===== src/rtl/spm_mem_responder_if.sv =====
// SPM memory responder bundle: datapath strobes, host init port and status flags.
// Define MEM_PARITY_EN to add init_par_inv and parity_err.
// Master drives requests; slave reports mem_ready (low = requests ignored).
interface spm_mem_responder_if #(
    parameter int ADDR_W = 8,
    parameter int DATA_W = 8
);
    logic              load_addr;
    logic              write;
    logic [DATA_W-1:0] bus_1;
    logic [DATA_W-1:0] mem_word;
    logic              mem_ready;
    logic              init_en;
    logic              init_we;
    logic [ADDR_W-1:0] init_addr;
    logic [DATA_W-1:0] init_data;
    logic              addr_err;
    logic              proto_err;
`ifdef MEM_PARITY_EN
    logic              init_par_inv;
    logic              parity_err;
`endif

    modport master (
        output load_addr, write, bus_1, init_en, init_we, init_addr, init_data,
`ifdef MEM_PARITY_EN
        output init_par_inv,
        input  parity_err,
`endif
        input  mem_word, mem_ready, addr_err, proto_err
    );

    modport slave (
        input  load_addr, write, bus_1, init_en, init_we, init_addr, init_data,
`ifdef MEM_PARITY_EN
        input  init_par_inv,
        output parity_err,
`endif
        output mem_word, mem_ready, addr_err, proto_err
    );
endinterface


===== src/rtl/spm_mem_responder.sv =====
// SPM bus memory responder with wait states and host init port; MEM_PARITY_EN adds per-word parity.
// Latency: mem_word follows addr_reg combinationally, so new address/data is visible one cycle after the edge.
// Backpressure: mem_ready low for WAIT_CYCLES after each request and throughout INIT; strobes then are dropped and flagged.
module spm_mem_responder #(
    parameter int ADDR_W      = 8,
    parameter int DATA_W      = 8,
    parameter int DEPTH       = 256,
    parameter int WAIT_CYCLES = 0
) (
    input  logic                clk,
    input  logic                rst,
    spm_mem_responder_if.slave  bus
);
    localparam int       IDX_W    = (DEPTH > 1) ? $clog2(DEPTH) : 1;
    localparam bit       HAS_WAIT = (WAIT_CYCLES > 0);
    localparam logic [3:0] WAIT_LD = 4'(WAIT_CYCLES);

    typedef enum logic [1:0] {
        IDLE = 2'd0,
        WAIT = 2'd1,
        INIT = 2'd2
    } state_t;

    state_t             state, state_nxt;
    logic [ADDR_W-1:0]  addr_reg, addr_nxt;
    logic [3:0]         cnt, cnt_nxt;
    logic               addr_err_q, addr_err_nxt;
    logic               proto_err_q, proto_err_nxt;

    logic [DATA_W-1:0]  mem [DEPTH];
    logic               wr_en;
    logic               wr_go;
    logic               wr_from_init;
    logic [IDX_W-1:0]   wr_idx;
    logic [DATA_W-1:0]  wr_dat;
    logic [IDX_W-1:0]   rd_idx;
    logic [DATA_W-1:0]  rd_word;
    logic [ADDR_W-1:0]  bus_addr;
    logic               bus_req;

    function automatic logic in_range(input logic [ADDR_W-1:0] a);
        return 32'(a) < 32'(DEPTH);
    endfunction

    function automatic logic [IDX_W-1:0] to_idx(input logic [ADDR_W-1:0] a);
        return a[IDX_W-1:0];
    endfunction

    // Address register takes the low ADDR_W bits of the data bus.
    assign bus_addr = ADDR_W'(bus.bus_1);
    assign bus_req  = bus.load_addr | bus.write;

    always_comb begin
        state_nxt     = state;
        addr_nxt      = addr_reg;
        cnt_nxt       = cnt;
        addr_err_nxt  = addr_err_q;
        proto_err_nxt = proto_err_q;
        wr_en         = 1'b0;
        wr_from_init  = 1'b0;
        wr_idx        = to_idx(addr_reg);
        wr_dat        = bus.bus_1;

        unique case (state)
            IDLE: begin
                if (bus.load_addr) begin
                    // A simultaneous write is suppressed; the address still loads.
                    addr_nxt = bus_addr;
                    if (!in_range(bus_addr)) addr_err_nxt = 1'b1;
                    if (bus.write)           proto_err_nxt = 1'b1;
                    if (HAS_WAIT) begin
                        state_nxt = WAIT;
                        cnt_nxt   = WAIT_LD;
                    end
                end else if (bus.write) begin
                    if (in_range(addr_reg)) wr_en        = 1'b1;
                    else                    addr_err_nxt = 1'b1;
                    if (HAS_WAIT) begin
                        state_nxt = WAIT;
                        cnt_nxt   = WAIT_LD;
                    end
                end else if (bus.init_en) begin
                    state_nxt = INIT;
                end
            end

            WAIT: begin
                if (bus_req) proto_err_nxt = 1'b1;
                cnt_nxt = cnt - 4'd1;
                if (cnt <= 4'd1) begin
                    state_nxt = IDLE;
                    cnt_nxt   = 4'd0;
                end
            end

            INIT: begin
                if (bus_req) proto_err_nxt = 1'b1;
                wr_idx       = to_idx(bus.init_addr);
                wr_dat       = bus.init_data;
                wr_from_init = 1'b1;
                if (bus.init_we) begin
                    if (in_range(bus.init_addr)) wr_en        = 1'b1;
                    else                         addr_err_nxt = 1'b1;
                end
                if (!bus.init_en) state_nxt = IDLE;
            end

            default: begin
                state_nxt = IDLE;
                cnt_nxt   = 4'd0;
            end
        endcase
    end

    always_ff @(posedge clk or posedge rst) begin
        if (rst) begin
            state       <= IDLE;
            addr_reg    <= '0;
            cnt         <= 4'd0;
            addr_err_q  <= 1'b0;
            proto_err_q <= 1'b0;
        end else begin
            state       <= state_nxt;
            addr_reg    <= addr_nxt;
            cnt         <= cnt_nxt;
            addr_err_q  <= addr_err_nxt;
            proto_err_q <= proto_err_nxt;
        end
    end

    // Storage has no reset; a clock edge seen while rst is held must not commit.
    assign wr_go = wr_en & ~rst;

    always_ff @(posedge clk) begin
        if (wr_go) mem[wr_idx] <= wr_dat;
    end

    assign rd_idx        = to_idx(addr_reg);
    assign rd_word       = mem[rd_idx];
    assign bus.mem_word  = in_range(addr_reg) ? rd_word : '0;
    assign bus.mem_ready = (state == IDLE);
    assign bus.addr_err  = addr_err_q;
    assign bus.proto_err = proto_err_q;

`ifdef MEM_PARITY_EN
    logic par_mem [DEPTH];
    logic wr_par;

    // Even parity; host may invert it on init writes to plant a fault.
    assign wr_par = (^wr_dat) ^ (wr_from_init & bus.init_par_inv);

    always_ff @(posedge clk) begin
        if (wr_go) par_mem[wr_idx] <= wr_par;
    end

    assign bus.parity_err = bus.mem_ready & in_range(addr_reg) &
                            ((^rd_word) != par_mem[rd_idx]);
`else
    logic unused_init_sel;
    assign unused_init_sel = wr_from_init;
`endif

endmodule


===== src/flat_wrapper.sv =====
// flat-port wrapper written by rule: the top's interface ports become plain ports
module spm_mem_responder_flat 
#(
    parameter int ADDR_W      = 8,
    parameter int DATA_W      = 8,
    parameter int DEPTH       = 256,
    parameter int WAIT_CYCLES = 0
)
  (clk, rst, bus_load_addr, bus_write, bus_bus_1, bus_init_en, bus_init_we, bus_init_addr, bus_init_data, bus_mem_word, bus_mem_ready, bus_addr_err, bus_proto_err);
  spm_mem_responder_if #(.ADDR_W(ADDR_W), .DATA_W(DATA_W)) bus_i ();
  input  logic clk;
  input  logic rst;
  input wire logic [$bits(bus_i.load_addr)-1:0] bus_load_addr;
  input wire logic [$bits(bus_i.write)-1:0] bus_write;
  input wire logic [$bits(bus_i.bus_1)-1:0] bus_bus_1;
  input wire logic [$bits(bus_i.init_en)-1:0] bus_init_en;
  input wire logic [$bits(bus_i.init_we)-1:0] bus_init_we;
  input wire logic [$bits(bus_i.init_addr)-1:0] bus_init_addr;
  input wire logic [$bits(bus_i.init_data)-1:0] bus_init_data;
  output wire logic [$bits(bus_i.mem_word)-1:0] bus_mem_word;
  output wire logic [$bits(bus_i.mem_ready)-1:0] bus_mem_ready;
  output wire logic [$bits(bus_i.addr_err)-1:0] bus_addr_err;
  output wire logic [$bits(bus_i.proto_err)-1:0] bus_proto_err;
  assign bus_i.load_addr = bus_load_addr;
  assign bus_i.write = bus_write;
  assign bus_i.bus_1 = bus_bus_1;
  assign bus_i.init_en = bus_init_en;
  assign bus_i.init_we = bus_init_we;
  assign bus_i.init_addr = bus_init_addr;
  assign bus_i.init_data = bus_init_data;
  assign bus_mem_word = bus_i.mem_word;
  assign bus_mem_ready = bus_i.mem_ready;
  assign bus_addr_err = bus_i.addr_err;
  assign bus_proto_err = bus_i.proto_err;
  spm_mem_responder #(.ADDR_W(ADDR_W), .DATA_W(DATA_W), .DEPTH(DEPTH), .WAIT_CYCLES(WAIT_CYCLES)) u_core (.clk(clk), .rst(rst), .bus(bus_i));
endmodule

===== config.mk =====
export PLATFORM = sky130hd
export DESIGN_NAME = spm_mem_responder_flat
export DESIGN_NICKNAME = d
export VERILOG_FILES = /design/src/rtl/spm_mem_responder_if.sv /design/src/rtl/spm_mem_responder.sv /design/src/flat_wrapper.sv
export SDC_FILE = /design/constraint.sdc
export NUM_CORES = 2
export LEC_CHECK = 0
export CELL_PAD_IN_SITES_DETAIL_PLACEMENT = 0
export CELL_PAD_IN_SITES_GLOBAL_PLACEMENT = 1
export CORE_MARGIN = 2
export CORE_UTILIZATION = 50
export DETAILED_ROUTE_END_ITERATION = 16
export PLACE_DENSITY = 0.83
export SYNTH_ARGS = -nofsm -noshare
export SYNTH_HDL_FRONTEND = slang
export SYNTH_SLANG_ARGS = --single-unit

===== constraint.sdc =====
create_clock -name clk -period 4.1 [get_ports clk]
set_clock_uncertainty 0.2 [all_clocks]
set_input_delay 0.615 -clock clk [delete_from_list [all_inputs] [get_ports clk]]
set_output_delay 0.615 -clock clk [all_outputs]
set_load 0.01 [all_outputs]

Word-level counts from Yosys, hierarchy flattened --
Memory sizes are Yosys's and may differ from the RTL's. Cells that the tools add are included.
Storage, ports and cells: memories 1, bits of input ports 30, bits in writable memories 2048, register bits 15, word-level logic and storage cells 47, output and inout port bits 11
Memories:
- u_core.mem | depth 256, width 8, rd ports 1, clocked after Yosys merged registers in 0, wr ports 1, RTL line spm_mem_responder.sv:30 | logic [DATA_W-1:0] mem [DEPTH];
Operators by class: bitwise operators 3, equality and inequality tests 10, magnitude comparators 1, reduce and logical (&&, ||, !) cells 7, mux-type cells 20, $add $sub $neg 1
Operators by type and width (count):
- 2-to-1 mux 8 bit | 2
- inequality test 2 bit, second input constant | 6
- 2-to-1 mux 2 bit | 5
- 2-to-1 mux 1 bit | 8
- case mux 4 bit (2 select lines) | 1
- case mux 2 bit (3 select lines) | 1
- AND reduction 5 bit | 1
- <= comparator 4 x 1 -> 1 bit, second input constant | 1
- 2-to-1 mux 4 bit | 1
- inequality test 2 x 1 -> 1 bit, second input constant | 2
- case mux 1 bit (2 select lines) | 2
- AND reduction 4 bit | 1
- OR reduction 2 bit | 2
- subtractor 4 x 1 -> 4 bit, second input constant | 1
- equality test 2 x 1 -> 1 bit, second input constant | 1
- equality test 2 bit, second input constant | 1
- zero test 2 bit | 1
- AND reduction 2 bit | 1
- nonzero test 2 bit | 1
- bitwise AND 1 bit | 1
- NOT 1 bit | 1
- OR 1 bit | 1

Depth between registers and ports, before layout --
depth in word-level cells 6, gate-level depth with buffers 12, depth with buffers taken out 6

Worst setup path before layout --
No wires, ideal clock.
kind reg2reg, start register u_core.state[1], end memory u_core.mem[0][0], data pin, slack 0.340 ns, stages on the path, launching flop included 5, data required time 3.344 ns, path buffers 3, clock period less this slack 3.760 ns, data arrival time 3.004 ns, cells stage by stage dfrtp_1 > buf_2 > clkbuf_1 > buf_1 > mux2_2
Between the ends: word-level cells in the longest chain between the ends 2
Ends and longest elaborated chain:
- from (decl) | RTL line spm_mem_responder.sv:24 | state_t state, state_nxt;
- from (signal assigned) | RTL line spm_mem_responder.sv:123 | state <= state_nxt;
- equality test 2 bit | RTL line spm_mem_responder.sv:64 | unique case (state)
- 2-to-1 mux 8 bit | RTL line spm_mem_responder.sv:64
- via u_core.wr_dat[0] | RTL line spm_mem_responder.sv:35 | logic [DATA_W-1:0] wr_dat;
- to (decl) | RTL line spm_mem_responder.sv:30
The timed path passes the listed nets, and every way through them passes these cells.

Worst setup path after layout --
start register u_core.addr_reg[0], end output bus_mem_word[2]
Between the ends: word-level cells in the longest chain between the ends 1
Ends and longest elaborated chain:
- from (decl) | RTL line spm_mem_responder.sv:25 | logic [ADDR_W-1:0] addr_reg, addr_nxt;
- from (signal assigned) | RTL line spm_mem_responder.sv:124 | addr_reg <= addr_nxt;
- memory (256 x 8 bit)
- to (decl) | RTL line flat_wrapper.sv:20 | output wire logic [$bits(bus_i.mem_word)-1:0] bus_mem_word;
Every way passes these cells.

==> flow_metrics.tcl <==
set metrics [dict create \
    largest_reg_flops 2048 \
    avgRoutedWirePerCell_um 30.6 \
    cp_num_cells 11 \
    r2r_cells 10 \
    p_clk_frac 0.372 \
    slowest_delay_ps 540 \
    crit_top_cell "buf_16" \
    yosys.area_share.simple 0.0273 \
    finalCriticalPeriod_ps 4660 \
    holdPathStages 2 \
    violations "setup timing" \
    dr.pass1.iters 8 \
    worst_pin_slew_ps 1050 \
    slowest_stage "dfrtp_4" \
    p_per_area_nw_per_um2 496 \
    synth.area.mux_share 0.147 \
    nets 4565 \
    clock_sinks 2058 \
    synth-seq-cells 2058 \
    crit_buf_inv 6 \
    setup_viol 8 \
    status "finished, violations left" \
    crit_chain "buf_12 > buf_16 > buf_16 > buf_8 > mux4_2 > a22oi_2 > a21oi_1 > buf_4 > a211oi_4 > nor4_4 > buf_2" \
    r2r_end "u_core.mem[202][7]" \
    gp_congestion 0.911 \
    clockBufferDepth 3 \
    dieArea_um2 164000 \
    grt_pass1_vias 43000 \
    cp-start-kind "register" \
    yosys.area.top_type "edfxtp_1" \
    reg2reg_from "u_core.addr_reg[2]" \
    cap_violations 0 \
    dp_cells 6337 \
    finalWorstSetupSlack_ps -563 \
    slew_viol_final 0 \
    synth_edf_count 2048 \
    routed_wl_um 208000 \
    pwr-share-seq 0.493 \
    async_reset_ff_frac 0.00486 \
    htreeDepth 4 \
    grt_pass1_wl_um 299000 \
    power.leakage_nw 31.0 \
    grt_overflow 0 \
    p_comb_frac 0.135 \
    ir_worst_vdd_mv 0.408 \
    layout-drive-gt1-share 0.348 \
    syn_area_um2 80300 \
    yosys-top-cells-area "edfxtp_1 (77%), mux4_2 (12%), mux2i_1 (2.1%), nor2_1 (1.3%), a22oi_1 (1.1%)" \
    ys_seq_area_frac 0.769 \
    cp.required_ps 3280 \
    via_per_inst 6.37 \
    start_util 0.502 \
    syn-num-nets 3866 \
    crit_family "buffers and inverters" \
    clock_latency_ps 850 \
    swShare 0.242 \
    grt_max_degree 110 \
    rsz0062_at_grt "true" \
    crit_type "register to output port" \
    timing.hold.ws_ps 97.6 \
    slew_headroom 0.301 \
    rrSetupSlack_ps 190 \
    layoutNonFillerInstCount 6792 \
    cp.arrival_ps 3850 \
    die-height_um 405 \
    ant_nets 0 \
    worstPathMaxFanout 8 \
    dieWidth_um 405 \
    cts_tree "yes" \
    coreArea_um2 160000 \
    max_freq_mhz 214 \
    p_int_mw 36.0 \
    post-route-drc-count 0 \
    hpwl_um 128000 \
    hold_viol_final 0 \
    synthCells 3836 \
    yosysUniqueCellTypes 61 \
    synth_top_area_share 0.766 \
    holdCritStartpoint "bus_init_en" \
    utilization 0.599 \
    grt_usage 0.253 \
    synthXorXnorAreaFrac 0 \
    area_growth_pct 19.4 \
    min_to "u_core.state[1]" \
    root_buffer "clkbuf_16" \
    critPathCaptureType "output port" \
    antenna_found_initial 2 \
    avgSynthCellArea_um2 20.9 \
    synth-adder-area-share 0 \
    fin_crit_sh 1.14 \
    clkSlewWorstSetupHoldPaths_ps 60 \
    cts_made_buffers 191 \
    drt_iter0_drc 6527 \
    ys.flop_type "edfxtp_1" \
    switchingPower_mw 11.5 \
    yosysWarnings 0 \
    synth_compound_area_frac 0.0368 \
    vias 43300 \
    ios 41 \
    io_buffers 39 \
    dp_worst_setup_slack_ps -746 \
    hp-class "input port to register" \
    num_rows 147 \
    synth_top_family_by_area "multiplexers" \
]
==> synth_stat cells (15+ instances only) <==
master and n:
edfxtp_1 2048, mux4_2 439, nor2_1 273, mux2i_1 167, a22oi_1 119, nand2_1 93
clkbuf_1 89, a21oi_1 79, buf_2 57, o22ai_1 50, nand3_1 39, o221ai_1 33
a211oi_1 31, buf_6 28, a22o_1 26, buf_4 23, nor3_1 20, o21ai_1 20
buf_12 16, mux2_2 16, nand2b_1 15
==> what timing repair did <==
item | in CTS | in global routing
cloned | 14 | 2
endpoints found under the hold margin | 10 | 0
gates resized for setup | 258 | 48
pin swaps | 56 | 27
hold buffers | 1 | 0
buffers inserted | 67 | 16
endpoints found under the setup margin | 8 | 8
==> cells by family (layout without fill, tap and decap cells) <==
kind of cell / Yosys count / after routing
simple gates: 501 / 501
mux: 625 / 625
flops: 2058 / 2058
buf+inv: 240 / 1103
compound gates: 411 / 411
other cells: 1 / 8
==> cell usage in the layout, fill, tap and decap left out, types with 11 or more instances in the layout <==
cell             netlist  routed
a22oi_2                0      34
buf_6                 28      29
o22ai_1               50      46
clkdlybuf4s50_1        0      31
o221ai_1              33      24
a211oi_1              31      11
edfxtp_1            2048    2048
nand2b_1              15      15
buf_16                 0      19
clkinv_1               0      37
clkbuf_16              0     193
a21oi_2                0      20
nor2_1               273     272
clkbuf_1              89      32
a211oi_2               0      13
bufinv_16              0      19
a21oi_1               79      52
buf_12                16      45
mux2i_1              167     160
nand2_1               93      92
a22oi_1              119      85
nand3_1               39      34
o21ai_1               20      13
clkinv_2               0      48
buf_4                 23     583
a22o_1                26      23
mux4_2               439     439
buf_8                  5      12
==> area by class of cell <==
cell class                      count  area (um2)
Clock inverter                    129        1300
Timing Repair Buffer              736        7000
Multi-Input combinational cell   1538       18100
Fill cell                       10800       64200
Antenna cell                        7        17.5
Clock buffer                      228        4970
Sequential cell                  2058       61800
Inverter                           10        37.5
Tap cell                         2086        2610
==> routing by layer <==
metal,share of wire,vias to the layer above,global-route usage
met5,0.000063,-,0
met4,0.034,2,0.0914
met3,0.11,416,0.0604
met2,0.48,2822,0.399
met1,0.37,22600,0.348
li1,-,17400,-
==> power by group through the flow <==
stage | Sequential, mW | Combinational (mW) | Clock, mW
2_1_floorplan | 23.9 | 3.15 | 0
3_3_place_gp | 23.9 | 5.40 | 0
3_5_place_dp | 23.9 | 5.50 | 0
4_1_cts | 23.4 | 6.22 | 17.8
5_1_grt | 23.4 | 6.67 | 18.6
6_report | 23.4 | 6.43 | 17.7
==> per-stage QoR <==
| stage | cell area, um2 | total power [mW] | setup TNS [ps] |
|---|---|---|---|
| after floorplan | 80300 | 27.0 | 0 |
| after global placement | 87000 | 29.3 | -3540 |
| after detailed placement | 87000 | 29.4 | -3560 |
| after CTS | 95400 | 47.5 | -4090 |
| after global routing | 95800 | 48.7 | -4500 |
| final | 95800 | 47.6 | -4000 |
==> worst max-delay path by stage <==
stage	to	slack, ps	from
5_1_grt	bus_mem_word[5]	-600	u_core.addr_reg[0]
3_5_place_dp	bus_mem_word[4]	-750	u_core.addr_reg[2]
6_report	bus_mem_word[2]	-560	u_core.addr_reg[0]
3_3_place_gp	bus_mem_word[4]	-750	u_core.addr_reg[1]
4_1_cts	bus_mem_word[2]	-580	u_core.addr_reg[0]
2_1_floorplan	u_core.mem[0][0]	340	u_core.state[1]
Note: power is estimated with default switching activity, not from simulation.
